[config.mk]
export PLATFORM = sky130hd
export DESIGN_NAME = fibonacci_index_finder_flat
export DESIGN_NICKNAME = d
export VERILOG_FILES = /design/src/rtl/fibonacci_index_finder_if.sv /design/src/rtl/fibonacci_index_finder.sv /design/src/flat_wrapper.sv
export SDC_FILE = /design/constraint.sdc
export NUM_CORES = 1
export LEC_CHECK = 0
export ABC_AREA = 0
export CAP_MARGIN = 15
export CORE_MARGIN = 10
export CORE_UTILIZATION = 57
export CTS_CLUSTER_DIAMETER = 80
export DETAILED_ROUTE_END_ITERATION = 8
export PLACE_DENSITY_LB_ADDON = 0.2
export SYNTH_ARGS = -nofsm -noshare
export SYNTH_HDL_FRONTEND = slang
export SYNTH_SLANG_ARGS = --single-unit
[constraint.sdc]
create_clock -name clk -period 5.22 [get_ports clk]
set_input_delay 0.522 -clock clk [delete_from_list [all_inputs] [get_ports clk]]
set_output_delay 0.522 -clock clk [all_outputs]
set_load 0.1 [all_outputs]
[src/rtl/fibonacci_index_finder_if.sv]
// Start/done handshake bundle for the Fibonacci index finder.
// The master issues start/value; the slave returns busy/done and the result.
interface fibonacci_index_finder_if #(
    parameter int WIDTH = 32,
    parameter int IDX_W = 6
);
    logic             start;
    logic [WIDTH-1:0] value;
    logic             busy;
    logic             done;
    logic [IDX_W-1:0] index;
    logic             is_fib;

    modport master (
        output start, value,
        input  busy, done, index, is_fib
    );

    modport slave (
        input  start, value,
        output busy, done, index, is_fib
    );
endinterface

[src/rtl/fibonacci_index_finder.sv]
// Iterative search for the Fibonacci index of N, or of the largest F(k) below N.
// Outputs are registered from the FSM state, so busy/done trail the state by one cycle.
//
// state  | meaning
// IDLE   | waiting for start; result held
// SEARCH | walking a=F(k), b=F(k+1) until a >= N
// DONE   | result captured; done pulse is issued next cycle
module fibonacci_index_finder #(
    parameter int WIDTH = 32,
    parameter int IDX_W = 6
) (
    input  logic                      clk,
    input  logic                      rst,
    fibonacci_index_finder_if.slave   bus
);
    typedef enum logic [1:0] {IDLE, SEARCH, DONE} state_t;

    state_t           state_q, state_d;
    logic [WIDTH-1:0] n_q, n_d;
    logic [WIDTH:0]   a_q, a_d;
    logic [WIDTH:0]   b_q, b_d;
    logic [IDX_W:0]   k_q, k_d;
    logic             busy_q, busy_d;
    logic             done_q, done_d;
    logic [IDX_W-1:0] index_q, index_d;
    logic             is_fib_q, is_fib_d;

    logic [WIDTH:0]   n_ext;
    logic [IDX_W:0]   k_m1;

    assign n_ext = {1'b0, n_q};
    assign k_m1  = k_q - (IDX_W+1)'(1);

    always_ff @(posedge clk or posedge rst) begin
        if (rst) begin
            state_q  <= IDLE;
            n_q      <= '0;
            a_q      <= '0;
            b_q      <= '0;
            k_q      <= '0;
            busy_q   <= 1'b0;
            done_q   <= 1'b0;
            index_q  <= '0;
            is_fib_q <= 1'b0;
        end else begin
            state_q  <= state_d;
            n_q      <= n_d;
            a_q      <= a_d;
            b_q      <= b_d;
            k_q      <= k_d;
            busy_q   <= busy_d;
            done_q   <= done_d;
            index_q  <= index_d;
            is_fib_q <= is_fib_d;
        end
    end

    // a carries one extra bit, so a >= N also catches values beyond the input range
    always_comb begin
        state_d = state_q;
        case (state_q)
            IDLE:    if (bus.start) state_d = SEARCH;
            SEARCH:  if (a_q >= n_ext) state_d = DONE;
            DONE:    state_d = IDLE;
            default: state_d = IDLE;
        endcase
    end

    always_comb begin
        n_d      = n_q;
        a_d      = a_q;
        b_d      = b_q;
        k_d      = k_q;
        index_d  = index_q;
        is_fib_d = is_fib_q;
        busy_d   = (state_q == SEARCH);
        done_d   = (state_q == DONE);
        case (state_q)
            IDLE: begin
                if (bus.start) begin
                    n_d = bus.value;
                    a_d = '0;
                    b_d = (WIDTH+1)'(1);
                    k_d = '0;
                end
            end
            SEARCH: begin
                if (a_q == n_ext) begin
                    index_d  = k_q[IDX_W-1:0];
                    is_fib_d = 1'b1;
                end else if (a_q > n_ext) begin
                    index_d  = k_m1[IDX_W-1:0];
                    is_fib_d = 1'b0;
                end else begin
                    a_d = b_q;
                    b_d = a_q + b_q;
                    k_d = k_q + (IDX_W+1)'(1);
                end
            end
            default: ;
        endcase
    end

    assign bus.busy   = busy_q;
    assign bus.done   = done_q;
    assign bus.index  = index_q;
    assign bus.is_fib = is_fib_q;
endmodule
[src/flat_wrapper.sv]
// flat-port wrapper written by rule: the top's interface ports become plain ports
module fibonacci_index_finder_flat 
#(
    parameter int WIDTH = 32,
    parameter int IDX_W = 6
)
  (clk, rst, bus_start, bus_value, bus_busy, bus_done, bus_index, bus_is_fib);
  fibonacci_index_finder_if #(.WIDTH(WIDTH), .IDX_W(IDX_W)) bus_i ();
  input  logic clk;
  input  logic rst;
  input wire logic [$bits(bus_i.start)-1:0] bus_start;
  input wire logic [$bits(bus_i.value)-1:0] bus_value;
  output wire logic [$bits(bus_i.busy)-1:0] bus_busy;
  output wire logic [$bits(bus_i.done)-1:0] bus_done;
  output wire logic [$bits(bus_i.index)-1:0] bus_index;
  output wire logic [$bits(bus_i.is_fib)-1:0] bus_is_fib;
  assign bus_i.start = bus_start;
  assign bus_i.value = bus_value;
  assign bus_busy = bus_i.busy;
  assign bus_done = bus_i.done;
  assign bus_index = bus_i.index;
  assign bus_is_fib = bus_i.is_fib;
  fibonacci_index_finder #(.WIDTH(WIDTH), .IDX_W(IDX_W)) u_core (.clk(clk), .rst(rst), .bus(bus_i));
endmodule
**Yosys cells after proc, flatten, opt, wreduce, memory -nomap -nowiden**

Cells that the tools add are included.

- Output and inout port bits: 9
- Word-level logic and storage cells: 47
- Register bits: 116

- Mux-type cells: 19
- Reduce and logical (&&, ||, !) cells: 7
- Eq/ne operators: 7
- Add/sub/neg operators: 3
- Magnitude comparators: 2

Operator list:

| operator | number |
|---|---|
| $mux W33 | 6 |
| $pmux W33 S2 | 2 |
| $add A33 B33 Y33 | 1 |
| $eq A33 B32 Y1 | 1 |
| $ge A33 B32 Y1 | 1 |
| $gt A33 B32 Y1 | 1 |
| $mux W7 | 3 |
| $pmux W7 S2 | 1 |
| $mux W6 | 2 |
| $ne A2 B2 Y1 const B | 4 |
| $add A7 B1 Y7 const B | 1 |
| $reduce_and A2 Y1 | 3 |
| $sub A6 B1 Y6 const B | 1 |
| $mux W2 | 2 |
| $pmux W2 S2 | 1 |
| $reduce_and A4 Y1 | 1 |
| $reduce_bool A2 Y1 | 2 |
| $eq A2 B1 Y1 const B | 1 |
| $eq A2 B2 Y1 const B | 1 |
| $logic_not A2 Y1 | 1 |
| $mux W1 | 2 |

**Logic depth before layout (Yosys ltp)**

Gate-level depths: netlist of the first run.

- Depth in word-level cells: 4
- Gate-level depth with buffers: 13
- Gate-level depth less buffers: 11

**Worst setup path after synthesis of the first run**

Ideal clock, no wire load.

- Kind: reg-to-reg
- From: reg u_core.a_q[14]
- To: reg u_core.b_q[32]
- Data arrival time: 2509 ps
- Library setup time: 69 ps
- Period minus slack after synthesis: 2578 ps
- Stages on the path, launching flop included: 11
- Path slack: 2642 ps
- Cell sequence: dfrtp_1 -> ha_1 -> a21o_1 -> a21o_1 -> a21oi_1 -> o21ai_1 -> a221o_1 -> a211o_1 -> buf_2 -> or4_1 -> nand3_1

- Longest elaborated chain between the ends: 4
- Elaborated cells on any way between the ends: 9
- Those cells by class: add/sub: 1; order compare: 1; eq/ne: 3; mux: 3; reduce/logical: 1

Ends and longest elaborated chain:

| element | line | RTL |
|---|---|---|
| start: declaration | fibonacci_index_finder.sv:20 | `logic [WIDTH:0] a_q, a_d;` |
| start signal: assignment | fibonacci_index_finder.sv:38 | `a_q <= '0;` |
| start signal: assignment | fibonacci_index_finder.sv:48 | `a_q <= a_d;` |
| $add A33 B33 Y33 | fibonacci_index_finder.sv:96 | `b_d = a_q + b_q;` |
| $mux W33 | fibonacci_index_finder.sv:91 | `end else if (a_q > n_ext) begin` |
| $mux W33 | fibonacci_index_finder.sv:88 | `if (a_q == n_ext) begin` |
| $pmux W33 S2 | fibonacci_index_finder.sv:78 | `case (state_q)` |
| end signal: assignment | fibonacci_index_finder.sv:39 | `b_q <= '0;` |
| end signal: assignment | fibonacci_index_finder.sv:49 | `b_q <= b_d;` |
| end: declaration | fibonacci_index_finder.sv:21 | `logic [WIDTH:0] b_q, b_d;` |

Parallel ways exist; a longest one is shown, timed or not. The select of a mux whose other input is x is not followed.
A chain may end at the register's enable or synchronous reset.

**Worst setup path after layout of the first run**

- From: reg u_core.a_q[15]
- To: reg u_core.k_q[4]

- Longest elaborated chain between the ends: 3
- Elaborated cells on any way between the ends: 5
- Those cells by class: order compare: 1; eq/ne: 3; reduce/logical: 1

Ends and longest elaborated chain:

| element | line | RTL |
|---|---|---|
| $gt A33 B32 Y1 or $eq A33 B32 Y1 (tied branches) | fibonacci_index_finder.sv:91, fibonacci_index_finder.sv:88 |  |
| $ne A2 B2 Y1 (no line) | -- |  |
| $reduce_and A4 Y1 (no line) * | -- |  |
| end signal: assignment | fibonacci_index_finder.sv:50 | `k_q <= k_d;` |
| end: declaration | fibonacci_index_finder.sv:22 | `logic [IDX_W:0] k_q, k_d;` |

Every way passes the cells marked *; elsewhere a longest branch is shown, timed or not.

==> results of run 1 <==
[registers in the layout (all words and copies together), names as in the netlist]
signal and count:
u_core.bus.is_fib 1, u_core.bus.done 1, u_core.bus.busy 1, u_core.n_q 32, u_core.a_q 33, u_core.k_q 6, u_core.state_q 2, u_core.b_q 33
u_core.bus.index 6
[path summary, 6_finish.rpt]
| kind | depth (start not counted) | end | slack, ns |
|---|---|---|---|
| max | 10 | u_core.k_q[4] | 1.31 |
| min | 1 | u_core.bus.done | 0.46 |
| max reg2reg | 10 | u_core.k_q[4] | 1.31 |
| min reg2reg | 1 | u_core.bus.done | 0.46 |
| max in group asynchronous | 3 | u_core.bus.busy | 3.43 |
| min in group asynchronous | 2 | u_core.n_q[7] | 0.65 |
[synthesized netlist by cell type, types with 5 or more instances]
cell type and number:
a21o_1 25, nand4_1 11, o21ai_0 49, dfrtp_1 115, a31oi_1 5, xnor2_1 17, o31ai_1 8, nor3_1 10
nand2b_1 6, mux2i_1 5, a21oi_1 36, nor2_1 23, o21a_1 5, inv_1 53, buf_1 8, xor2_1 12
buf_2 12, nand3_1 74, clkbuf_1 12, mux2_2 39, nand2_1 97, a211oi_1 12, ha_1 66
[area by class of cell]
| class | instances | area, um2 | area share, % |
|---|---|---|---|
| multi-input cells | 543 | 3730 | 46.2 |
| inverters | 53 | 201 | 2.49 |
| clock buffers | 23 | 498 | 6.16 |
| repair buffers | 48 | 468 | 5.79 |
| clock inverters | 9 | 125 | 1.55 |
| flip-flops and latches | 115 | 2880 | 35.6 |
| well taps | 147 | 184 | 2.27 |
[routing by layer]
| metal | GRT usage [%] | routed length [um] |
|---|---|---|
| met5 | 0 | 0 |
| met4 | 7.34 | 279 |
| met3 | 5.27 | 693 |
| met2 | 32.6 | 7670 |
| met1 | 23.3 | 6880 |
[cells by family (layout without fill, tap and decap cells)]
family / count (synthesis) / count (layout) / share of synthesized area, %
AOI/OAI and AO/OA: 163 / 163 / 14.8
xor gates and xnor gates: 29 / 29 / 3.67
adders and majority gates: 67 / 67 / 12.2
buffers and inverters: 85 / 133 / 4.82
DFF: 115 / 115 / 41.5
muxes: 44 / 44 / 7.06
and+or+nand+nor: 240 / 240 / 15.9
[power by group]
group / internal [mW] / total, mW / switching (mW)
clock network: 0.809 / 1.21 / 0.401
registers: 1.22 / 1.47 / 0.245
logic: 0.787 / 2.09 / 1.30
total: 2.82 / 4.76 / 1.95
[metrics by stage]
stage	area [um2]	hold WS, ns
after CTS	8090	0.456
final	8090	0.459
after global routing	8090	0.465
after detailed placement	7460	0.452
after global placement	7460	0.433
after floorplan	6930	0.426
==> reports/metrics.cfg, run 1 <==
[status]
outcome=complete, no violations

[hold_path]
hold_path.startpoint=u_core.state_q[0]
min_path_type=flip-flop to flip-flop

[sta]
finalCritPeriodShare_pct=74.9
max_freq_ghz=0.256
skew_ns=0.00832
fin_crit_ns=3.91
slew_headroom_pct=27.5
setup_ws_ns=1.31
setup-tns-final_ns=0
setup_viol=0
worst_pin_slew_ns=1.08
finalMaxSlewViolations=0
hold_viol_final=0
rsz0062_at_grt=no

[synth]
synth-edff-count=0
syn_nets=845
ys.flop_type=dfrtp_1
postSynthAreaPerCell_um2=9.32
yosysWarnings=0
synthCells=743
yosys.area.top_type=dfrtp_1
synth-seq-cells=115
synth_top_area_share_pct=41.5
syn-cell-area_um2=6930
synth_cell_types=48
synth-seq-area-share_pct=41.5
synth-async-reset-ratio_pct=100
ys_top_cells_by_area=dfrtp_1 42%, ha_1 12%, mux2_2 6.3%

[layout]
area_growth_pct=16.7
final_util_pct=67.6
fin_cells=938
drive_above_1_share_pct=10.2
layout.nets=880
mostFrequentLayoutCells=115 x dfrtp_1, 96 x nand2_1, 74 x nand3_1, 66 x ha_1, 52 x inv_1
final.fill_count=961
final_common_cell=dfrtp_1
diodes=0

[clock_network]
cts.reportedPaths.clkPinSlew_ns=0.05
root_buffer=clkbuf_16
cts_tree=yes
cts_setup_buffers=0
cts_max_path_buffers=2
h-tree-depth=4
insertion_delay_ns=0.42
cts_buffers=17
cts_sinks=115
cts_hold_buffers=0
cts_resized=0

[global_routing]
antenna_found_initial=0
grt_max_degree=71
overflow=0
grt_pass1_wl_um=26600
track_usage_pct=19.4
grt_pass1_vias=5716

[route]
drt-vias-per-instance=5.95
wire_per_inst_um=16.5
ant_nets=0
vias=5584
first_pass_iters=5
wl_um=15500
first_iter_violations=459
drc_errors=0

[worst_setup_path]
slowest_stage=a211o_2
cp_common_cell=o21ai_0
crit_start=u_core.a_q[15]
critPathBufInv=1
critPathKind=flip-flop to flip-flop
crit_path_end_kind=flip-flop
crit_arrival_ns=4.25
cp-start-kind=flip-flop
crit_chain=ha_1 > nand4_1 > or3_1 > nor2_1 > o21ai_0 > o21ai_0 > a211o_2 > buf_4 > a21oi_1 > mux2i_1
regToRegStartpoint=u_core.a_q[15]
cp.required_ns=5.56
cp_max_fo=66
cpPeakStageDelay_ns=0.92
crit_family=compound AO/OA/AOI/OAI gates

[floorplanning]
io_pins=44
start_util_pct=57.9
die_w_um=130
row_count=40
core_um2=12000
dieArea_um2=17000
die_h_um=130

[power]
total_power_mw=4.76
p_leak_nw=4.08
p_per_area_nw_per_um2=589
ir_worst_vdd_v=0.000334

[placed_design]
portBuffers=43
dp.final_hpwl_um=10700
gp_congestion=0.889
placed_cells=906
place_ws_ns=1.41

[run]
cap_viol_max_count=0

Note: power is estimated with default switching activity, not from simulation.
==> run 2: changes to the inputs <==
- clock period: 5.22 -> 3.96 ns (I/O delays scaled with it)
==> reports/metrics.cfg, run 2 (synthesis results as in run 1) <==
[status]
outcome=complete, no violations

[worst_setup_path]
critPathKind=flip-flop to flip-flop
crit_family=compound AO/OA/AOI/OAI gates
cp_max_fo=36
cp.required_ns=4.27
cp-start-kind=flip-flop
critPathBufInv=1
cp_common_cell=o21ai_0
cpPeakStageDelay_ns=0.58
slowest_stage=a211o_2
crit_path_end_kind=flip-flop
crit_chain=ha_1 > nand4_1 > or3_1 > nor2_1 > o21ai_0 > o21ai_0 > a211o_2 > buf_12 > nand3_1 > o21ai_0
crit_arrival_ns=3.55

[placed_design]
place_area_um2=7510
place_ws_ns=0.740
dp.final_hpwl_um=10800
portBuffers=43
gp_congestion=0.886

[floorplanning]
start_util_pct=57.9
row_count=40
core_um2=12000
die_h_um=130
io_pins=44
dieArea_um2=17000
die_w_um=130

[global_routing]
grt_pass1_wl_um=26700
grt_max_degree=84
track_usage_pct=19.5
overflow=0
antenna_found_initial=0
grt_pass1_vias=5536

[clock_network]
cts.reportedPaths.clkPinSlew_ns=0.05
insertion_delay_ns=0.42
cts_sinks=115
cts_setup_buffers=0
cts_buffers=17
cts_resized=0
cts_max_path_buffers=2
root_buffer=clkbuf_16
h-tree-depth=4
cts_hold_buffers=0
cts_tree=yes

[sta]
finalCritPeriodShare_pct=81.9
slew_headroom_pct=34.1
skew_ns=0.00704
setup_viol=0
setup-tns-final_ns=0
hold_viol_final=0
max_freq_ghz=0.308
finalMaxSlewViolations=0
rsz0062_at_grt=no
setup_ws_ns=0.718
fin_crit_ns=3.24
worst_pin_slew_ns=0.988

[route]
wire_per_inst_um=16.6
drc_errors=0
ant_nets=0
drt-met1-wl_um=6870
vias=5543
first_pass_iters=6
first_iter_violations=447
highest_layer=met4
wl_um=15500
wl_met2_um=7590
drt-vias-per-instance=5.92
wl_met3_um=796

[hold_path]
min_path_type=input pin to asynchronous set/reset pin

[power]
p_per_area_nw_per_um2=762
p_leak_nw=4.07
ir_worst_vdd_v=0.000417

[layout]
final_common_cell=dfrtp_1
drive_above_1_share_pct=10.0
final.fill_count=962
layout.nets=881
final_area_um2=8060
diodes=0
mostFrequentLayoutCells=115 x dfrtp_1, 96 x nand2_1, 74 x nand3_1, 66 x ha_1, 52 x inv_1
top_regs=u_core.a_q: 33 flops, u_core.b_q: 33 flops, u_core.n_q: 32 flops
area_growth_pct=16.3

[run]
cap_viol_max_count=0

[run 2: changes by cell type in the layout (fill, tap and decap cells not counted)]
cell,before,now
bufinv_16,3,0
buf_4,5,3
clkinv_2,4,3
buf_12,0,3
clkinvlp_4,2,1
clkbuf_8,5,7
[run 2: area by class of cell]
class	count	area, um2	area share [%]
multi-input cells	543	3730	46.3
well taps	147	184	2.28
clock inverters	4	22.5	0.280
clock buffers	25	526	6.52
inverters	53	201	2.50
flip-flops and latches	115	2880	35.7
repair buffers	49	513	6.37
[run 2: power breakdown]
part           leakage [nW]  switching, mW  internal, mW
clock                 0.273          0.505         0.900
combinational          2.30           1.72          1.08
sequential             1.49          0.324          1.61
[run 2: stage by stage]
step	total power, mW	util [%]	hold slack, ns	std cells
after floorplan	4.02	-	0.426	743
after global placement	4.61	62.8	0.430	907
after detailed placement	4.73	62.8	0.442	907
after CTS	6.17	67.4	0.399	936
after global routing	6.60	67.4	0.419	936
final	6.14	67.4	0.382	936
[run 2: worst paths after layout]
kind / endpoint / cells after the start / slack, ns / from
worst max-delay path: u_core.b_q[3] / 10 / 0.72 / u_core.a_q[16]
worst min-delay path: u_core.n_q[9] / 2 / 0.38 / rst
worst max register to register: u_core.b_q[3] / 10 / 0.72 / u_core.a_q[16]
worst min register to register: u_core.bus.done / 1 / 0.45 / u_core.state_q[0]
max in group asynchronous: u_core.n_q[21] / 3 / 2.76 / rst
min in group clk: u_core.bus.done / 1 / 0.45 / u_core.state_q[0]
[run 2: layer usage]
layer	global-route usage, %	vias up
li1	-	2696
met1	24.0	2696
met2	31.9	125
met3	6.09	26
met4	6.35	0
met5	0	-
==> run 3: changes to the inputs <==
- clock period: 3.96 -> 3.1 ns (I/O delays scaled with it)
==> reports/metrics.cfg, run 3 (synthesis results as in run 1) <==
[status]
outcome=complete, no violations

[placed_design]
gp_congestion=0.866
portBuffers=43
dp.final_hpwl_um=11100
place_ws_ns=0.122

[global_routing]
track_usage_pct=19.5
grt_pass1_vias=5600
grt_pass1_wl_um=26600
antenna_found_initial=0
overflow=0
grt_max_degree=55

[floorplanning]
dieArea_um2=17000
core_um2=12000
die_h_um=130
start_util_pct=57.9
row_count=40
die_w_um=130
io_pins=44

[layout]
diodes=0
final_util_pct=68.4
layout.nets=898
top_regs=u_core.a_q: 33 flops, u_core.b_q: 33 flops, u_core.n_q: 32 flops
drive_above_1_share_pct=11.8
final_common_cell=dfrtp_1
mostFrequentLayoutCells=115 x dfrtp_1, 96 x nand2_1, 74 x nand3_1, 66 x ha_1, 52 x inv_1
final.fill_count=952
area_growth_pct=18.0

[clock_network]
cts.reportedPaths.clkPinSlew_ns=0.05
cts_tree=yes
insertion_delay_ns=0.42
cts_max_path_buffers=2
root_buffer=clkbuf_16
cts_hold_buffers=0
cts_sinks=115
cts_buffers=17
h-tree-depth=4

[worst_setup_path]
critPathBufInv=1
crit_chain=ha_1 > a21o_1 > a21o_1 > a21oi_1 > o21ai_1 > a221o_1 > a211o_2 > buf_4 > or4_1 > nand3_1
cp.required_ns=3.46
crit_family=compound AO/OA/AOI/OAI gates
crit_start=u_core.a_q[2]
cp-start-kind=flip-flop
slowest_stage=or4_1
cp_max_fo=5
crit_path_end_kind=flip-flop
regToRegStartpoint=u_core.a_q[2]
critPathKind=flip-flop to flip-flop
cp_common_cell=a21o_1
crit_arrival_ns=3.34
cpPeakStageDelay_ns=0.53

[sta]
worst_pin_slew_ns=0.975
finalCritPeriodShare_pct=96.3
skew_ns=0.00797
hold_viol_final=0
setup_viol=0
fin_crit_ns=2.99
finalMaxSlewViolations=0
rsz0062_at_grt=no
max_freq_ghz=0.335
slew_headroom_pct=34.8
setup-tns-final_ns=0
setup_ws_ns=0.114

[route]
first_iter_violations=366
drt-vias-per-instance=5.79
first_pass_iters=4
vias=5518
drc_errors=0
wire_per_inst_um=16.2
ant_nets=0
wl_um=15400

[power]
p_per_area_nw_per_um2=975
p_leak_nw=4.14
ir_worst_vdd_v=0.000621

[hold_path]
min_path_type=input pin to asynchronous set/reset pin

[run]
cap_viol_max_count=0

run 3: cell types whose count changed in the layout (fill, tap and decap cells not counted), sizes merged:
cell	change
bufinv	+1
buf	+17
clkinv	+3
clkbuf	-3
inv	-1
run 3: area by class of cell:
class / instances / area, um2 / area share [%]
well taps: 147 / 184 / 2.25
clock buffers: 22 / 464 / 5.68
flip-flops and latches: 115 / 2880 / 35.2
inverters: 53 / 203 / 2.48
repair buffers: 66 / 653 / 7.99
multi-input cells: 543 / 3740 / 45.7
clock inverters: 7 / 60.1 / 0.734
run 3: per-stage QoR:
| step | std cells | hold WS [ns] | total power, mW | cell area (um2) |
|---|---|---|---|---|
| global route | 953 | 0.453 | 8.56 | 8180 |
| detailed placement | 920 | 0.443 | 6.16 | 7620 |
| finish | 953 | 0.415 | 7.97 | 8180 |
| floorplan | 743 | 0.426 | 5.14 | 6930 |
| global placement | 920 | 0.431 | 5.98 | 7620 |
| CTS | 949 | 0.444 | 7.98 | 8140 |
run 3: power by group:
part | switching (mW) | internal [mW] | total, mW
combinational | 2.23 | 1.51 | 3.74
clock | 0.651 | 1.12 | 1.77
sequential | 0.408 | 2.06 | 2.46
run 3: final timing paths:
check	cells past startpoint	end	slack, ns
max in group asynchronous	3	u_core.n_q[15]	2.00
worst max register to register	10	u_core.b_q[32]	0.11
worst max-delay path	10	u_core.b_q[32]	0.11
worst min-delay path	2	u_core.n_q[1]	0.42
worst min register to register	1	u_core.bus.done	0.44
min in group clk	1	u_core.bus.done	0.44
run 3: layer usage:
metal / part of all wire [%] / global-route usage [%] / vias to the layer above / wire length (um)
met2: 49 / 31.9 / 96 / 7580
met1: 45 / 24.3 / 2665 / 6890
met5: 0 / 0 / - / 0
li1: - / - / 2733 / -
met4: 1.6 / 6.61 / 0 / 250
met3: 4.6 / 5.56 / 24 / 713
run 3: timing repair:
action / 4_1_cts / 5_1_grt
setup buffers: 0 / 4
resized for setup: 0 / 1
endpoints found under the setup margin: 0 / 24
